File: src/rtl/bambu_slave_port_master.sv
// bambu_slave_port_master: host-side initiator for the accelerator slave memory port,
// plus start/done sequencing with a run-length cycle counter and watchdogs.
module bambu_slave_port_master #(
    parameter int ADDR_W      = 9,
    parameter int DATA_W      = 64,
    parameter int SIZE_W      = 7,
    parameter int MEM_TIMEOUT = 255,
    parameter int RUN_TIMEOUT = 200000000,
    parameter int CYC_W       = 32
) (
    input  logic                  clock,
    input  logic                  reset,
    input  logic                  cmd_valid,
    output logic                  cmd_ready,
    input  logic                  cmd_write,
    input  logic [ADDR_W-1:0]     cmd_addr,
    input  logic [DATA_W-1:0]     cmd_wdata,
    input  logic [SIZE_W-1:0]     cmd_size,
    output logic                  rsp_valid,
    output logic [DATA_W-1:0]     rsp_rdata,
    output logic                  rsp_err,
    input  logic                  run_valid,
    output logic                  run_ready,
    output logic                  run_done,
    output logic [CYC_W-1:0]      run_cycles,
    output logic                  run_err,
    output logic                  start_port,
    input  logic                  done_port,
    output logic [1:0]            S_oe_ram,
    output logic [1:0]            S_we_ram,
    output logic [2*ADDR_W-1:0]   S_addr_ram,
    output logic [2*DATA_W-1:0]   S_Wdata_ram,
    output logic [2*SIZE_W-1:0]   S_data_ram_size,
    input  logic [2*DATA_W-1:0]   Sout_Rdata_ram,
    input  logic [1:0]            Sout_DataRdy
);
    typedef enum logic [2:0] {IDLE, MEM_REQ, RSP, RUN_START, RUN_WAIT, RUN_DONE} state_t;
    localparam int WAIT_W = $clog2(MEM_TIMEOUT + 1);

    state_t              state_q, state_d;
    logic                rdy_q, rdy_d, wr_q, wr_d, err_q, err_d, rerr_q, rerr_d;
    logic [ADDR_W-1:0]   addr_q, addr_d;
    logic [DATA_W-1:0]   wdata_q, wdata_d, rdata_q, rdata_d, rd_mask;
    logic [SIZE_W-1:0]   size_q, size_d;
    logic [WAIT_W-1:0]   wait_q, wait_d;
    logic [CYC_W-1:0]    cyc_q, cyc_d;
    logic                legal, mem, unused_ok;

    assign legal = cmd_size == SIZE_W'(8) || cmd_size == SIZE_W'(16) ||
                   cmd_size == SIZE_W'(32) || cmd_size == SIZE_W'(64);
    assign rd_mask = size_q == SIZE_W'(8)  ? DATA_W'(8'hFF) :
                     size_q == SIZE_W'(16) ? DATA_W'(16'hFFFF) :
                     size_q == SIZE_W'(32) ? DATA_W'(32'hFFFF_FFFF) : '1;

    always_comb begin
        state_d = state_q;
        wr_d    = wr_q;
        addr_d  = addr_q;
        wdata_d = wdata_q;
        size_d  = size_q;
        rdata_d = rdata_q;
        err_d   = err_q;
        wait_d  = wait_q;
        cyc_d   = cyc_q;
        rerr_d  = rerr_q;
        case (state_q)
            IDLE: begin
                if (rdy_q && cmd_valid) begin
                    rdata_d = '0;
                    err_d   = !legal;
                    wait_d  = '0;
                    state_d = legal ? MEM_REQ : RSP;
                    if (legal) begin
                        wr_d    = cmd_write;
                        addr_d  = cmd_addr;
                        wdata_d = cmd_wdata;
                        size_d  = cmd_size;
                    end
                end else if (rdy_q && run_valid) begin
                    state_d = RUN_START;
                end
            end
            MEM_REQ: begin
                wait_d = wait_q + 1'b1;
                // DataRdy wins over a same-cycle timeout
                if (Sout_DataRdy[0]) begin
                    rdata_d = wr_q ? '0 : Sout_Rdata_ram[DATA_W-1:0] & rd_mask;
                    state_d = RSP;
                end else if (wait_q == WAIT_W'(MEM_TIMEOUT - 1)) begin
                    err_d   = 1'b1;
                    state_d = RSP;
                end
            end
            RSP: state_d = IDLE;
            RUN_START: begin
                rerr_d  = 1'b0;
                cyc_d   = done_port ? CYC_W'(1) : '0;
                state_d = done_port ? RUN_DONE : RUN_WAIT;
            end
            RUN_WAIT: begin
                cyc_d = &cyc_q ? cyc_q : cyc_q + 1'b1;
                if (done_port) begin
                    state_d = RUN_DONE;
                end else if (cyc_q == CYC_W'(RUN_TIMEOUT - 1)) begin
                    rerr_d  = 1'b1;
                    state_d = RUN_DONE;
                end
            end
            RUN_DONE: state_d = IDLE;
            default:  state_d = IDLE;
        endcase
        rdy_d = state_d == IDLE;
    end

    always_ff @(posedge clock or negedge reset) begin
        if (!reset) begin
            state_q <= IDLE;
            rdy_q   <= 1'b0;
            wr_q    <= 1'b0;
            addr_q  <= '0;
            wdata_q <= '0;
            size_q  <= '0;
            rdata_q <= '0;
            err_q   <= 1'b0;
            wait_q  <= '0;
            cyc_q   <= '0;
            rerr_q  <= 1'b0;
        end else begin
            state_q <= state_d;
            rdy_q   <= rdy_d;
            wr_q    <= wr_d;
            addr_q  <= addr_d;
            wdata_q <= wdata_d;
            size_q  <= size_d;
            rdata_q <= rdata_d;
            err_q   <= err_d;
            wait_q  <= wait_d;
            cyc_q   <= cyc_d;
            rerr_q  <= rerr_d;
        end
    end

    assign mem             = state_q == MEM_REQ;
    assign cmd_ready       = rdy_q;
    assign run_ready       = rdy_q;
    assign rsp_valid       = state_q == RSP;
    assign rsp_rdata       = rsp_valid ? rdata_q : '0;
    assign rsp_err         = rsp_valid & err_q;
    assign start_port      = state_q == RUN_START;
    assign run_done        = state_q == RUN_DONE;
    assign run_err         = run_done & rerr_q;
    assign run_cycles      = cyc_q;
    assign S_oe_ram        = {1'b0, mem & ~wr_q};
    assign S_we_ram        = {1'b0, mem & wr_q};
    assign S_addr_ram      = {{ADDR_W{1'b0}}, mem ? addr_q : {ADDR_W{1'b0}}};
    assign S_Wdata_ram     = {{DATA_W{1'b0}}, mem ? wdata_q : {DATA_W{1'b0}}};
    assign S_data_ram_size = {{SIZE_W{1'b0}}, mem ? size_q : {SIZE_W{1'b0}}};
    assign unused_ok       = ^{Sout_Rdata_ram[2*DATA_W-1:DATA_W], Sout_DataRdy[1]};
endmodule

File: config.mk
export PLATFORM = sky130hd
export DESIGN_NAME = bambu_slave_port_master
export DESIGN_NICKNAME = d
export VERILOG_FILES = /design/src/rtl/bambu_slave_port_master.sv
export SDC_FILE = /design/constraint.sdc
export NUM_CORES = 1
export LEC_CHECK = 0
export ABC_AREA = 1
export CAP_MARGIN = 20
export CORE_ASPECT_RATIO = 0.8
export CORE_MARGIN = 1
export CORE_UTILIZATION = 25
export CTS_BUF_LIST = sky130_fd_sc_hd__clkbuf_8
export DETAILED_ROUTE_END_ITERATION = 10
export PLACE_DENSITY = 0.61
export SYNTH_ARGS = -nofsm -noshare
export SYNTH_HDL_FRONTEND = slang
export SYNTH_SLANG_ARGS = --single-unit
export TNS_END_PERCENT = 20
File: constraint.sdc
create_clock -name clock -period 2.9 [get_ports clock]
set_input_delay 0.87 -clock clock [delete_from_list [all_inputs] [get_ports clock]]
set_output_delay 0.87 -clock clock [all_outputs]
set_load 0.005 [all_outputs]
# Word level (Yosys, flattened, before mapping)
# Cells that the tools add are included.
# op_classes
addsub,2
eq_ne,21
muxes,32
n_bitwise,6
reduce_logical,17
# ops
op,n
2-to-1 mux 64 bit,8
case mux 64 bit (2 select lines),1
bitwise AND 64 bit,1
case mux 32 bit (2 select lines),1
adder 32 x 1 -> 32 bit (second input constant),1
== test 32 x 28 -> 1 bit (second input constant),1
2-to-1 mux 32 bit,1
AND reduction 32 bit,1
2-to-1 mux 3 bit,6
case mux 8 bit (2 select lines),1
== test 7 x 4 -> 1 bit (second input constant),2
== test 7 x 5 -> 1 bit (second input constant),2
== test 7 x 6 -> 1 bit (second input constant),2
inequality test 2 bit (second input constant),6
case mux 3 bit (4 select lines),1
2-to-1 mux 9 bit,1
AND reduction 3 bit,3
adder 8 x 1 -> 8 bit (second input constant),1
== test 8 bit (second input constant),1
2-to-1 mux 8 bit,1
== test 7 bit (second input constant),1
2-to-1 mux 1 bit,7
2-to-1 mux 7 bit,1
== test 3 x 2 -> 1 bit (second input constant),2
other kinds (14),25
# word_totals
ff_bits,191
inputBits,216
output_inout_bits,267
word_cells,89

# Logic depth before layout (Yosys ltp)
# Gate-level depths: netlist of run 1.
# logic_depth
ltp_word,8
mapped_depth,11

# Least setup slack after synthesis of run 1
# Ideal clock, no wire load.
# synth_timing
path_kind,register -> output
start,register state_q[1]
end,output rsp_rdata[13]
arrival_time_ns,1.319
t_required_ns,2.030
slack_ns,0.711
path_stages_with_launch,7
n_path_buf,2
path_cell_list,dfrtp_1 > inv_1 > nor3_1 > inv_1 > clkbuf_1 > buf_1 > nor2_1
# synth_via
elab_chain_cells,2
# synth_rtl
item,line_no,text
start: declaration,40,"state_t state_q, state_d;"
start signal: assignment,129,state_q <= state_d;
== test 3 x 2 -> 1 bit,146,assign rsp_valid = state_q == RSP;
via rsp_valid,19,"output logic rsp_valid,"
2-to-1 mux 64 bit,147,assign rsp_rdata = rsp_valid ? rdata_q : '0;
end: declaration,20,"output logic [DATA_W-1:0] rsp_rdata,"
# The timed path passes the listed nets, and every way through them passes these cells.

# Worst setup path in the final report of run 1
# layout_timing
start,register state_q[1]
end,output S_Wdata_ram[61]
# layout_via
elab_chain_cells,2
# layout_rtl
item,line_no,text
== test 3 x 1 -> 1 bit,143,assign mem = state_q == MEM_REQ;
2-to-1 mux 64 bit,156,"assign S_Wdata_ram = {{DATA_W{1'b0}}, mem ? wdata_q : {DATA_W{1'b0}}};"
end: declaration,32,"output logic [2*DATA_W-1:0] S_Wdata_ram,"
# Every way passes these cells.

==> flow_summary_export.csv, run 1 <==
group,metric,value,unit
final_layout,fin_util,36.2,%
synth,syn_inst,1407,
power_and_ir_drop,p_int,0.00536,W
final_layout,n_fill_cell,4206,
detailed_routing,vias_per_cell,4.15,
floorplan,core,39600,um^2
timing,period_share,102,%
worst_setup_path,rr_worst_depth,10,
clocking,cts-root-buf,"clkbuf_8",
worst_setup_path,r2r_slack,0.60,ns
worst_setup_path,worstReg2RegEnd,"run_cycles[4]",
power_and_ir_drop,p_clk_share,20.8,%
synth,yosysSeqAreaShare,47.3,%
worst_setup_path,required,2.03,ns
run_status,violations,"negative setup slack",
worst_setup_path,crit_buf_inv,2,
worst_hold_path,min_path_type,"in -> async",
worst_setup_path,start_kind,"register",
clocking,clkSinkCount,191,
floorplan,rows,65,
power_and_ir_drop,powerDensity,597,nW/um^2
detailed_routing,wl_per_cell,13.9,um
clocking,ctsHoldBuffers,0,
clocking,clk_latency,0.51,ns
timing,drv_slew,0,
final_layout,seqCellArea,4780,um^2
timing,min_period,2.95,ns
power_and_ir_drop,swShare,37.4,%
synth,synth_seq_cells,191,
detailed_routing,routed_wl,32000,um
worst_setup_path,cp_top_family,"buffers and inverters",
job,maxCapViolations,0,
worst_setup_path,endpoint_kind,"output port",
worst_setup_path,max_stage_delay,0.52,ns
timing,maxSlewHeadroom,64.5,%
floorplan,dieArea,41300,um^2
clocking,clock_path_buffers,2,
worst_setup_path,arrival,2.08,ns
detailed_routing,antenna_left,0,
final_layout,final_net_count,1966,
worst_setup_path,crit_chain,"nor2_4 > nand2_8 > buf_6 > nor2_1 > clkdlybuf4s50_1",
floorplan,die_height,182,um
final_layout,drive_above_1_share,6.53,%
worst_setup_path,crit_type,"reg -> out",
final_layout,syn2layout_area_growth,41.9,%
clocking,htree_levels,4,
synth,netlist_area,10100,um^2
global_route,overflow,0,
final_layout,multi_input_area,4020,um^2
power_and_ir_drop,p_seq_share,40.7,%
timing,setup_slack,-0.0454,ns
worst_setup_path,slowest_stage,"clkdlybuf4s50_1",
detailed_routing,drcViolationCount,0,
timing,worst-slew-pin-transition,0.533,ns
synth,synth_edf_count,0,
timing,setup_viol,4,
clocking,tritoncts,"done",
timing,fin_tns_setup,-0.129,ns
global_route,grt_max_degree,77,
worst_setup_path,crit_fanout,15,
synth,synth_flop_cell,"dfrtp_1",
clocking,cts_inserted_buffers,17,
global_route,grt_pass1_wl,50300,um
detailed_routing,firstDrtPassIters,5,
global_route,antenna_found_initial,0,
floorplan,start_util,25.5,%
detailed_routing,drt-initial-drc-count,565,
power_and_ir_drop,combPwrFrac,38.5,%
power_and_ir_drop,totalPowerFinal,0.00856,W
final_layout,antennaDiodeCount,0,
timing,clock_skew,0.0191,ns
placement,dp_hpwl,24200,um
synth,async_flop_share,100,%
floorplan,ios,483,
power_and_ir_drop,irDropWorstVdd,0.397,mV
synth,yosysUniqueCellTypes,30,
floorplan,die_x,227,um
placement,place.gp.congestion,0.915,
clocking,clk_pin_slew,0.11,ns
synth,yosys_warnings,0,
global_route,grtUsageTotal,15.6,%
placement,io_buffers,335,
global_route,grt_pass1_vias,9444,
worst_setup_path,regToRegStartpoint,"run_cycles[1]",
timing,rsz0062_at_grt,"true",
synth,avgSynthCellArea,7.19,um^2
power_and_ir_drop,switching_power,0.00320,W
power_and_ir_drop,leakage,7.69,nW
placement,place_ws,0.0738,ns
timing,finalHoldViolations,0,
run_status,status,"finished, violations left",
detailed_routing,num_vias,9538,
timing,clock.fmax,0.340,GHz
[cells in the final DEF (no fill, tap or decap), drive strengths merged, types with 40 or more instances in the layout]
cell and n:
dfrtp 191, conb 82, o21ai 126, nand3 66
nand2 397, clkbuf 41, nor2 231, dlygate4sd2 79
clkdlybuf4s50 190, inv 220, dlymetal6s2s 40
[repair_timing]
item,4_1_cts,5_1_grt
gates cloned,0,1
resized for setup,118,92
pin swaps,2,3
buffers inserted,4,5
setup endpoints to repair,149,102
[cell type report]
cell class              instances  area share, %
flip-flops and latches        191           33.3
multi-input cells             949           28.0
repair buffers                374           25.7
inverters                     214           5.63
well taps                     536           4.68
clock buffers                  18           1.73
clock inverters                14          0.916
[stage by stage]
step / area (um^2) / instances / hold slack, ns
floorplan: 10400 / 1488 / 0.449
global placement: 13900 / 2254 / 0.463
detailed placement: 13900 / 2254 / 0.465
CTS: 14200 / 2290 / 0.199
global route: 14300 / 2296 / 0.203
finish: 14300 / 2296 / 0.245
[routing by layer]
| layer | part of all wire (%) | global-route usage [%] | wire, um |
|---|---|---|---|
| met1 | 44 | 20.0 | 14100 |
| met4 | 1.7 | 4.57 | 553 |
| met2 | 46 | 24.9 | 14700 |
| met5 | 0 | 0 | 0 |
| met3 | 8.4 | 5.03 | 2700 |
[cell families (layout without fill, tap and decap cells)]
family | after synthesis | in the layout | synth area share (%)
DFF | 191 | 191 | 47.3
other | 1 | 82 | 0.0371
buffers and inverters | 348 | 620 | 16.3
AOI/OAI and AO/OA | 144 | 144 | 7.30
and+or+nand+nor | 717 | 717 | 28.5
xor gates and xnor gates | 3 | 3 | 0.260
adders and majority gates | 3 | 3 | 0.371
[worst max-delay path by stage]
stage	start	cells after the start	slack [ns]	end
2_1_floorplan	state_q[1]	6	0.71	rsp_rdata[13]
3_3_place_gp	state_q[1]	6	0.15	rsp_rdata[38]
3_5_place_dp	state_q[1]	6	0.07	rsp_rdata[0]
4_1_cts	state_q[2]	5	-0.22	S_Wdata_ram[35]
5_1_grt	state_q[1]	5	-0.18	S_Wdata_ram[58]
6_report	state_q[1]	5	-0.05	S_Wdata_ram[61]
[power groups by stage]
stage,combinational (W),sequential [W],clock [W]
after global placement,0.00329,0.00352,0
final,0.00329,0.00349,0.00178
after detailed placement,0.00332,0.00354,0
after floorplan,0.00164,0.00346,0
after CTS,0.00334,0.00349,0.00187
after global routing,0.00369,0.00355,0.00197
[synthesized netlist by cell type, drive strengths merged (2+ instances only)]
| cell | count | share of area, % |
|---|---|---|
| nand2 | 397 | 15 |
| nor2 | 231 | 8.7 |
| inv | 213 | 7.9 |
| dfrtp | 191 | 47 |
| o21ai | 126 | 6.2 |
| buf | 106 | 7.3 |
| nand3 | 66 | 3.3 |
| clkbuf | 28 | 1.0 |
| o22ai | 12 | 0.74 |
| nor3 | 10 | 0.50 |
| nand4 | 7 | 0.43 |
| a21oi | 5 | 0.25 |
| ha | 3 | 0.37 |
| xor2 | 3 | 0.26 |
| nand3b | 2 | 0.15 |
| nor3b | 2 | 0.26 |
[sequential cells by signal (all words and copies together), names as in the netlist]
signal      count
addr_q          9
cmd_ready       1
err_q           1
rdata_q        64
rerr_q          1
run_cycles     32
size_q          7
state_q         3
wait_q          8
wdata_q        64
wr_q            1
[worst reg2reg max path, stage by stage (launching register included)]
cell and delay, ns:
dfrtp_1 0.44, ha_1 0.29, nand2_1 0.12, nor2_1 0.15, nand3_1 0.12, nor2_1 0.23
nand2_1 0.15, nand2_1 0.08, nand2_1 0.21, buf_4 0.26, o21ai_0 0.18
(Power assumes the default switching activity.)
==> run 2: changes to the inputs <==
CORE_AREA = 2 2 186 188   (was not set)
CORE_ASPECT_RATIO = not set   (was 0.8)
CORE_MARGIN = not set   (was 1)
CORE_UTILIZATION = not set   (was 25)
DIE_AREA = 0 0 188 190   (was not set)
PLACE_DENSITY = 0.69   (was 0.61)
SKIP_CTS_REPAIR_TIMING = 1   (was not set)
==> run 2 against run 1 <==
  * The run still ends with negative setup slack left
  * Final cell count shrank 3.8%
  * Clock-buffer cell count shrank 1
  * Global-route usage grew 1.2 points
  * Sequential power is essentially flat
  * Power grew 0.98%
==> flow_summary_export.csv, run 2 (synthesis gave the netlist of run 1 again) <==
group,metric,value,unit
placement,place_ws,0.106,ns
clocking,htree_levels,4,
final_layout,finalNonFillerCells,2208,
placement,dp_hpwl,22400,um
power_and_ir_drop,leakage,7.39,nW
clocking,clock_path_buffers,2,
clocking,cts-root-buf,"clkbuf_8",
floorplan,ios,483,
detailed_routing,vias_per_cell,4.32,
timing,clock_skew,0.0141,ns
placement,dp.cells,2168,
worst_setup_path,worstReg2RegEnd,"rdata_q[18]",
clocking,clk_latency,0.50,ns
worst_setup_path,regToRegStartpoint,"state_q[2]",
placement,io_buffers,335,
final_layout,final_net_count,1958,
power_and_ir_drop,powerDensity,599,nW/um^2
final_layout,final_common_cell,"nand2_1",
worst_setup_path,endpoint_kind,"output port",
detailed_routing,num_vias,9543,
timing,min_period,3.06,ns
floorplan,core,33900,um^2
timing,setup_viol,96,
timing,worst-slew-pin-transition,0.508,ns
worst_setup_path,crit_fanout,62,
floorplan,rows,68,
floorplan,die_height,190,um
worst_setup_path,arrival,2.19,ns
worst_setup_path,start_kind,"register",
run_status,violations,"negative setup slack",
global_route,grt_max_degree,78,
detailed_routing,antenna_left,0,
worst_setup_path,required,2.03,ns
worst_setup_path,r2r_slack,0.72,ns
timing,period_share,105,%
timing,rsz0062_at_grt,"true",
timing,maxSlewHeadroom,66.0,%
floorplan,start_util,29.8,%
global_route,grt_pass1_vias,9213,
detailed_routing,firstDrtPassIters,5,
global_route,overflow,0,
global_route,grtUsageTotal,16.8,%
clocking,clk_pin_slew,0.11,ns
final_layout,n_fill_cell,3378,
worst_setup_path,rr_worst_depth,11,
worst_hold_path,min_path_type,"in -> async",
clocking,cts_inserted_buffers,17,
detailed_routing,wl_per_cell,13.7,um
final_layout,syn2layout_area_growth,42.8,%
final_layout,multi_input_area,4070,um^2
detailed_routing,drt-initial-drc-count,504,
timing,finalHoldViolations,0,
clocking,clkSinkCount,191,
power_and_ir_drop,totalPowerFinal,0.00865,W
global_route,grt_pass1_wl,47600,um
floorplan,dieArea,35700,um^2
run_status,status,"finished, violations left",
job,maxCapViolations,0,
timing,drv_slew,0,
timing,clock.fmax,0.327,GHz
placement,place.gp.congestion,0.896,
clocking,tritoncts,"done",
final_layout,seqCellArea,4780,um^2
power_and_ir_drop,irDropWorstVdd,0.391,mV
timing,fin_tns_setup,-11.17,ns
detailed_routing,drcViolationCount,0,
worst_setup_path,crit_type,"reg -> out",
floorplan,die_x,188,um
final_layout,drive_above_1_share,5.54,%
detailed_routing,routed_wl,30300,um
timing,setup_slack,-0.159,ns
global_route,antenna_found_initial,2,
final_layout,final_cell_mix,"nand2_1, clkdlybuf4s50_1, nor2_1",
## run 2: cell types whose count changed in the layout (fill, tap and decap cells not counted), moves of 8 or more
| cell | previous run | this run |
|---|---|---|
| clkbuf_2 | 21 | 0 |
| clkdlybuf4s50_1 | 190 | 285 |
| nor2_2 | 7 | 15 |
| dlymetal6s2s_1 | 40 | 49 |
| buf_4 | 28 | 19 |
| dlygate4sd2_1 | 79 | 0 |
| nor2_1 | 222 | 214 |
## run 2: metal layers
layer	part of all wire [%]	GRT usage [%]	vias up
met5	0.053	0	-
met4	1.5	5.21	2
met3	7.9	5.61	29
met2	48	27.8	359
met1	42	20.7	4403
li1	-	-	4750
## run 2: area by class of cell
class	instances	share of cell area, %
antenna	1	0.0173
clock buffer	17	1.62
clock inverter	15	1.05
inverter	214	5.59
multi-input combinational	950	28.2
sequential	191	33.1
tap	455	3.94
timing repair buffer	365	26.5
## run 2: metrics by stage
stage,hold WS (ns),area [um^2],util [%]
floorplan,0.449,10400,-
global placement,0.463,13800,40.6
detailed placement,0.465,13800,40.6
CTS,0.247,14200,41.7
global route,0.271,14400,42.5
finish,0.296,14400,42.5
## run 2: how the worst max path moves through the flow
stage / startpoint / to / cells past startpoint
4_1_cts: state_q[1] / rsp_rdata[36] / 6
6_report: state_q[2] / rsp_rdata[36] / 5
3_3_place_gp: state_q[1] / rsp_rdata[36] / 6
5_1_grt: state_q[2] / rsp_rdata[12] / 5
3_5_place_dp: cmd_valid / rdata_q[18] / 10
2_1_floorplan: state_q[1] / rsp_rdata[13] / 6
## run 2: report_power, final
group,internal [W],switching [W],total [W]
logic,0.00151,0.00187,0.00338
registers,0.00322,0.000259,0.00348
clock network,0.000709,0.00109,0.00179
total,0.00543,0.00321,0.00865
## run 2: critical path, stage by stage, from the launching register on
cell and delay [ns]:
dfrtp_2 0.47, nor3_4 0.20, inv_2 0.09, buf_12 0.19, nor2_2 0.17, clkdlybuf4s50_1 0.52
